==> src/rtl/hazard_ctrl.sv <==
// Hazard/forwarding controller: tracks in-flight destinations, drives decode forward selects,
// load-use stalls, EX bubbles and IF/ID flush. Optional perf counters: HAZ_PERF_CNT_EN.
module hazard_ctrl #(
  parameter  int unsigned REG_ADDR_W = 5,
  parameter  int unsigned NUM_STAGES = 3,
  parameter  int unsigned LOAD_STAGE = 2,
  localparam int unsigned SEL_W      = $clog2(NUM_STAGES + 1)
) (
  input  logic                  clk,
  input  logic                  nrst,
  input  logic                  id_valid,
  input  logic [REG_ADDR_W-1:0] id_rs1,
  input  logic [REG_ADDR_W-1:0] id_rs2,
  input  logic                  id_rs1_used,
  input  logic                  id_rs2_used,
  input  logic [REG_ADDR_W-1:0] id_rd,
  input  logic                  id_rd_we,
  input  logic                  id_is_load,
  input  logic                  br_taken,
  input  logic                  ext_stall,
  output logic                  stall_id,
  output logic                  bubble_ex,
  output logic                  flush_if,
  output logic [SEL_W-1:0]      fwd_sel1,
  output logic [SEL_W-1:0]      fwd_sel2
`ifdef HAZ_PERF_CNT_EN
  ,
  output logic [31:0]           perf_stall_cnt,
  output logic [31:0]           perf_flush_cnt
`endif
);

  logic [NUM_STAGES:1]   e_vld;
  logic [NUM_STAGES:1]   e_we;
  logic [NUM_STAGES:1]   e_ld;
  logic [REG_ADDR_W-1:0] e_rd [1:NUM_STAGES];

  logic [NUM_STAGES:1]   live;
  logic [SEL_W-1:0]      sel1;
  logic [SEL_W-1:0]      sel2;
  logic                  ld_haz1;
  logic                  ld_haz2;
  logic                  hazard;

  // x0 is never a real producer, so it is excluded from liveness up front
  always_comb begin
    live = '0;
    for (int k = 1; k <= int'(NUM_STAGES); k++) begin
      live[k] = e_vld[k] & e_we[k] & (e_rd[k] != '0);
    end
  end

  // Scan oldest to youngest so the youngest matching producer is the final assignment
  always_comb begin
    sel1    = '0;
    sel2    = '0;
    ld_haz1 = 1'b0;
    ld_haz2 = 1'b0;
    for (int k = int'(NUM_STAGES); k >= 1; k--) begin
      if (id_rs1_used && live[k] && (e_rd[k] == id_rs1)) begin
        sel1    = SEL_W'(k);
        ld_haz1 = e_ld[k] && (k < int'(LOAD_STAGE));
      end
      if (id_rs2_used && live[k] && (e_rd[k] == id_rs2)) begin
        sel2    = SEL_W'(k);
        ld_haz2 = e_ld[k] && (k < int'(LOAD_STAGE));
      end
    end
  end

  assign hazard    = id_valid & (ld_haz1 | ld_haz2);
  assign stall_id  = nrst & hazard;
  assign bubble_ex = stall_id & ~ext_stall;
  assign flush_if  = nrst & br_taken & id_valid & ~stall_id & ~ext_stall;
  assign fwd_sel1  = nrst ? sel1 : '0;
  assign fwd_sel2  = nrst ? sel2 : '0;

  // Tracking shift register; a stalled or empty decode slot enters EX as a bubble
  always_ff @(posedge clk) begin
    if (!nrst) begin
      e_vld <= '0;
      e_we  <= '0;
      e_ld  <= '0;
      for (int k = 1; k <= int'(NUM_STAGES); k++) e_rd[k] <= '0;
    end else if (!ext_stall) begin
      e_vld[1] <= id_valid & ~hazard;
      e_we[1]  <= id_valid & ~hazard & id_rd_we;
      e_ld[1]  <= id_valid & ~hazard & id_is_load;
      e_rd[1]  <= (id_valid & ~hazard) ? id_rd : '0;
      for (int k = 2; k <= int'(NUM_STAGES); k++) begin
        e_vld[k] <= e_vld[k-1];
        e_we[k]  <= e_we[k-1];
        e_ld[k]  <= e_ld[k-1];
        e_rd[k]  <= e_rd[k-1];
      end
    end
  end

`ifdef HAZ_PERF_CNT_EN
  always_ff @(posedge clk) begin
    if (!nrst) begin
      perf_stall_cnt <= '0;
      perf_flush_cnt <= '0;
    end else begin
      perf_stall_cnt <= perf_stall_cnt + 32'(stall_id);
      perf_flush_cnt <= perf_flush_cnt + 32'(flush_if);
    end
  end
`endif

endmodule
==> config.mk <==
export PLATFORM = sky130hd
export DESIGN_NAME = hazard_ctrl
export DESIGN_NICKNAME = d
export VERILOG_FILES = /design/src/rtl/hazard_ctrl.sv
export SDC_FILE = /design/constraint.sdc
export NUM_CORES = 1
export LEC_CHECK = 0
export ABC_AREA = 0
export CAP_MARGIN = 20
export CORE_ASPECT_RATIO = 1.4
export CORE_UTILIZATION = 30
export CTS_BUF_LIST = sky130_fd_sc_hd__clkbuf_2 sky130_fd_sc_hd__clkbuf_4 sky130_fd_sc_hd__clkbuf_8
export DETAILED_ROUTE_END_ITERATION = 6
export MAX_ROUTING_LAYER = met4
export PLACE_DENSITY = 0.53
export SLEW_MARGIN = 20
export SYNTH_ARGS = -nofsm -noshare
export SYNTH_HDL_FRONTEND = slang
export SYNTH_SLANG_ARGS = --single-unit
==> constraint.sdc <==
create_clock -name clk -period 2.2 [get_ports clk]
set_input_delay 0.22 -clock clk [delete_from_list [all_inputs] [get_ports clk]]
set_output_delay 0.22 -clock clk [all_outputs]
set_load 0.01 [all_outputs]
==> report_table.html, run 1 <==
<table>
<tr><th>Metric</th><th>Value</th></tr>
<tr><th colspan="2">Floorplanning</th></tr>
<tr><td>Area of the die</td><td>4790 µm²</td></tr>
<tr><td>Site Rows</td><td>28</td></tr>
<tr><td>Height of the die</td><td>81.5 µm</td></tr>
<tr><td>Effective utilization at floorplan</td><td>0.317</td></tr>
<tr><td>Area of the core</td><td>4270 µm²</td></tr>
<tr><td>IO Pins</td><td>31</td></tr>
<tr><td>Die outline width</td><td>58.8 µm</td></tr>
<tr><th colspan="2">STA</th></tr>
<tr><td>Headroom to the max-slew limit</td><td>0.544</td></tr>
<tr><td>Worst Slack Setup Final</td><td>-69.9 ps</td></tr>
<tr><td>RSZ-0062 raised after global routing</td><td>yes</td></tr>
<tr><td>Final period utilization</td><td>1.03</td></tr>
<tr><td>Final critical-path required period</td><td>2270 ps</td></tr>
<tr><td>Number of slew-limit violations in the final report</td><td>0</td></tr>
<tr><td>Hold Fails Final Rpt</td><td>0</td></tr>
<tr><td>Worst Tran Pin Value</td><td>682 ps</td></tr>
<tr><td>Number of endpoints failing setup at the final stage</td><td>5</td></tr>
<tr><td>Maximum clock frequency</td><td>0.441 GHz</td></tr>
<tr><td>Largest clock skew in the final design</td><td>5.11 ps</td></tr>
<tr><td>Setup total negative slack</td><td>-204 ps</td></tr>
<tr><th colspan="2">Global route</th></tr>
<tr><td>Vias in the first global route</td><td>1297</td></tr>
<tr><td>Pin count of the biggest net entering global routing</td><td>17</td></tr>
<tr><td>First-pass GRT wire length</td><td>5.64 mm</td></tr>
<tr><td>Number of antenna violations at the first check in global routing</td><td>0</td></tr>
<tr><td>Total overflow reported by the global router</td><td>0</td></tr>
<tr><td>Total Routing Usage GR</td><td>0.164</td></tr>
<tr><th colspan="2">Min path</th></tr>
<tr><td>Worst hold stages</td><td>3</td></tr>
<tr><td>Hold endpoint</td><td>e_we[1]</td></tr>
<tr><td>Beginning of the worst hold path</td><td>id_rd_we</td></tr>
<tr><td>Type of the most critical hold path</td><td>in2reg</td></tr>
<tr><th colspan="2">Finish</th></tr>
<tr><td>Final Instance Count excl. Fillers</td><td>261</td></tr>
<tr><td>Layout Area Growth over Synthesis</td><td>58.0%</td></tr>
<tr><td>Total non-filler cell area in the finished layout</td><td>2140 µm²</td></tr>
<tr><td>Antenna fix cells</td><td>0</td></tr>
<tr><td>Net total in the final layout</td><td>226</td></tr>
<tr><td>Fraction of final layout cells with drive strength greater than 1</td><td>0.338</td></tr>
<tr><td>Share of the core filled with cells</td><td>0.501</td></tr>
<tr><th colspan="2">Pwr</th></tr>
<tr><td>Final total power</td><td>0.997 mW</td></tr>
<tr><td>Maximum ir drop on the vdd rail</td><td>0.261 mV</td></tr>
<tr><td>P_leak</td><td>0.886 nW</td></tr>
<tr><td>P per Cell Area</td><td>466 nW/µm²</td></tr>
<tr><th colspan="2">Clock tree</th></tr>
<tr><td>CTS Root Buffer Type</td><td>clkbuf_8</td></tr>
<tr><td>Clock-pin slew of the registers on the worst-case setup and hold paths</td><td>80 ps</td></tr>
<tr><td>Clock insertion delay at the later pin of the skew report</td><td>270 ps</td></tr>
<tr><td>Bufs on Longest Clock Path</td><td>2</td></tr>
<tr><td>Number of buffers added to fix hold violations after cts</td><td>0</td></tr>
<tr><td>Sinks on the clock net</td><td>22</td></tr>
<tr><td>TritonCTS clock tree</td><td>built</td></tr>
<tr><td>Clock buffer count from CTS</td><td>3</td></tr>
<tr><td>Htree depth</td><td>1</td></tr>
<tr><th colspan="2">Placement</th></tr>
<tr><td>Post-place instance area</td><td>1930 µm²</td></tr>
<tr><td>Number of placed cells counting well taps</td><td>247</td></tr>
<tr><td>HPWL after detailed placement</td><td>2.65 mm</td></tr>
<tr><td>Port Buf Inserts</td><td>30</td></tr>
<tr><td>GPL Wtd Cong</td><td>0.811</td></tr>
<tr><th colspan="2">Run status</th></tr>
<tr><td>Result of the run</td><td>finished, violations left</td></tr>
<tr><td>Failing checks</td><td>negative setup slack</td></tr>
<tr><th colspan="2">Synthesis</th></tr>
<tr><td>Most used standard cell by instance count after synthesis</td><td>xor2_1</td></tr>
<tr><td>Syn Inst Count</td><td>132</td></tr>
<tr><td>Number of flops mapped to enable cells by yosys</td><td>15</td></tr>
<tr><td>Synthesized Nets</td><td>156</td></tr>
<tr><td>Count of cell types in the netlist</td><td>31</td></tr>
<tr><td>Post-synthesis average cell area</td><td>10.3 µm²</td></tr>
<tr><td>Flop and latch count out of synthesis</td><td>22</td></tr>
<tr><td>Fraction of registers with async set or reset after synthesis</td><td>0</td></tr>
<tr><td>Biggest area contributors in the synthesized netlist</td><td>edfxtp_1 33%, dfxtp_1 10%, xor2_1 10%</td></tr>
<tr><td>Cell type contributing the most total cell area after synthesis</td><td>edfxtp_1</td></tr>
<tr><td>Most frequent cells after synthesis</td><td>16 x xor2_1, 15 x edfxtp_1, 14 x and2_1, 14 x xnor2_1, 13 x nand2_1</td></tr>
<tr><td>Share of the synthesized area in the top cell type</td><td>0.333</td></tr>
<tr><td>Main flop type after synthesis</td><td>edfxtp_1</td></tr>
<tr><td>Yosys synthesis warning count</td><td>0</td></tr>
<tr><td>Synth Cell Area</td><td>1350 µm²</td></tr>
<tr><td>Seq/Total Area, Yosys</td><td>0.436</td></tr>
<tr><th colspan="2">Critical path</th></tr>
<tr><td>Number of cells traversed by the worst register-to-register path</td><td>8</td></tr>
<tr><td>Data arrival time at the worst-slack endpoint</td><td>2050 ps</td></tr>
<tr><td>Critical register-to-register path startpoint</td><td>e_rd[0][5]</td></tr>
<tr><td>Max Fanout on Critical Path</td><td>5</td></tr>
<tr><td>Setup slack of the most critical reg-to-reg path</td><td>270 ps</td></tr>
<tr><td>Kind of start point of the critical path</td><td>flop</td></tr>
<tr><td>Endpoint of the most critical register-to-register path</td><td>e_rd[0][7]</td></tr>
<tr><td>Kind of capture point of the worst setup path</td><td>output pin</td></tr>
<tr><td>Critical Setup Path Class</td><td>reg2out</td></tr>
<tr><td>Endpoint required time on the critical path</td><td>1980 ps</td></tr>
<tr><th colspan="2">Routing</th></tr>
<tr><td>Detailed-route vias per instance</td><td>4.63</td></tr>
<tr><td>Total wirelength of the detailed-routed design</td><td>3.45 mm</td></tr>
<tr><td>Vias post-DR</td><td>1208</td></tr>
<tr><td>Routed wirelength normalized by instance count</td><td>13.2 µm</td></tr>
<tr><td>Detailed-route DRC error count</td><td>0</td></tr>
<tr><td>Antenna-violating nets left</td><td>0</td></tr>
<tr><td>Initial DRC count</td><td>21</td></tr>
<tr><td>Iteration count of the initial detailed-routing pass</td><td>4</td></tr>
<tr><th colspan="2">Run</th></tr>
<tr><td>Number of violations of the max-capacitance limit</td><td>0</td></tr>
</table>
## cell families (layout without fill, tap and decap cells)
group / after synthesis / count (layout) / synth area share
simple gates: 61 / 61 / 0.254
xor+xnor: 30 / 30 / 0.194
flops: 22 / 22 / 0.436
compound gates: 9 / 9 / 0.0638
buf+inv: 6 / 75 / 0.0222
mux: 4 / 4 / 0.0296
## what timing repair did
action	4_1_cts	5_1_grt
endpoints found under the setup margin	7	7
pin swaps	11	7
buffers inserted	8	2
resized for setup	37	16
## cells in the final DEF (no fill, tap or decap), drive strengths merged
master	count
and3b	1
o22ai	1
xnor2	14
nand2	13
dlymetal6s2s	1
o21a	1
clkbuf	4
or3	1
nor4	6
and3	1
buf	47
o2bb2ai	1
o221a	1
o311a	1
and4	1
mux2i	4
dlygate4sd2	1
dfxtp	7
clkdlybuf4s50	21
inv	1
nand3	4
o21ai	2
edfxtp	15
nor2	8
and2	14
xor2	16
nand2b	1
nor2b	5
nand4	4
a211oi	1
or4	2
o211ai	1
## worst max-delay path by stage
stage	depth (start not counted)	startpoint	slack [ps]	to
after floorplan	6	e_rd[0][8]	420	bubble_ex
after global placement	8	id_rs2[3]	-380	stall_id
after detailed placement	8	id_rs2[3]	-370	stall_id
after CTS	8	e_rd[0][6]	-100	flush_if
after global routing	8	e_rd[0][5]	-180	stall_id
final	8	e_rd[0][5]	-70	stall_id
## per-stage QoR
| step | hold WS (ps) | setup WS, ps |
|---|---|---|
| CTS | 506 | -102 |
| finish | 515 | -69.9 |
| global route | 529 | -182 |
| detailed placement | 507 | -373 |
| global placement | 497 | -381 |
| floorplan | 364 | 422 |
## worst max-delay path: stages, from the launching register on
cell	delay, ps
edfxtp_1	400
buf_6	150
xor2_2	140
nor4_2	280
nand3_1	140
a211oi_2	230
buf_4	170
and3_1	150
buf_2	120
## sequential cells by signal, indices dropped and copies added (netlist names)
name	cells
e_ld	1
e_vld	3
e_rd	15
e_we	3
## power by group
| part | switching (mW) | leakage, nW | internal [mW] |
|---|---|---|---|
| combinational | 0.0943 | 0.634 | 0.128 |
| clock | 0.135 | 0.0288 | 0.160 |
| sequential | 0.0175 | 0.224 | 0.463 |
| total | 0.247 | 0.886 | 0.751 |
## area by class of cell
cell class | instances | area (µm²)
Tap cell | 60 | 75.1
Multi-Input combinational cell | 104 | 813
Timing Repair Buffer | 70 | 602
Clock buffer | 4 | 55.1
Sequential cell | 22 | 591
Inverter | 1 | 3.75
Fill cell | 439 | 2130
## metal layers
layer / global-route usage / wire (µm) / vias up
met5: - / 0 / -
met2: 0.305 / 1900 / 28
met4: 0.0952 / 70 / 0
met1: 0.164 / 1370 / 575
met3: 0.0142 / 103 / 6
li1: - / - / 599
Note: power is estimated with default switching activity, not from simulation.
==> run 2, diff against run 1 <==
CAP_MARGIN = not set   (was 20)
==> results of run 2 <==
Same layout as run 1: the final DEF is identical, and so are final timing and power.
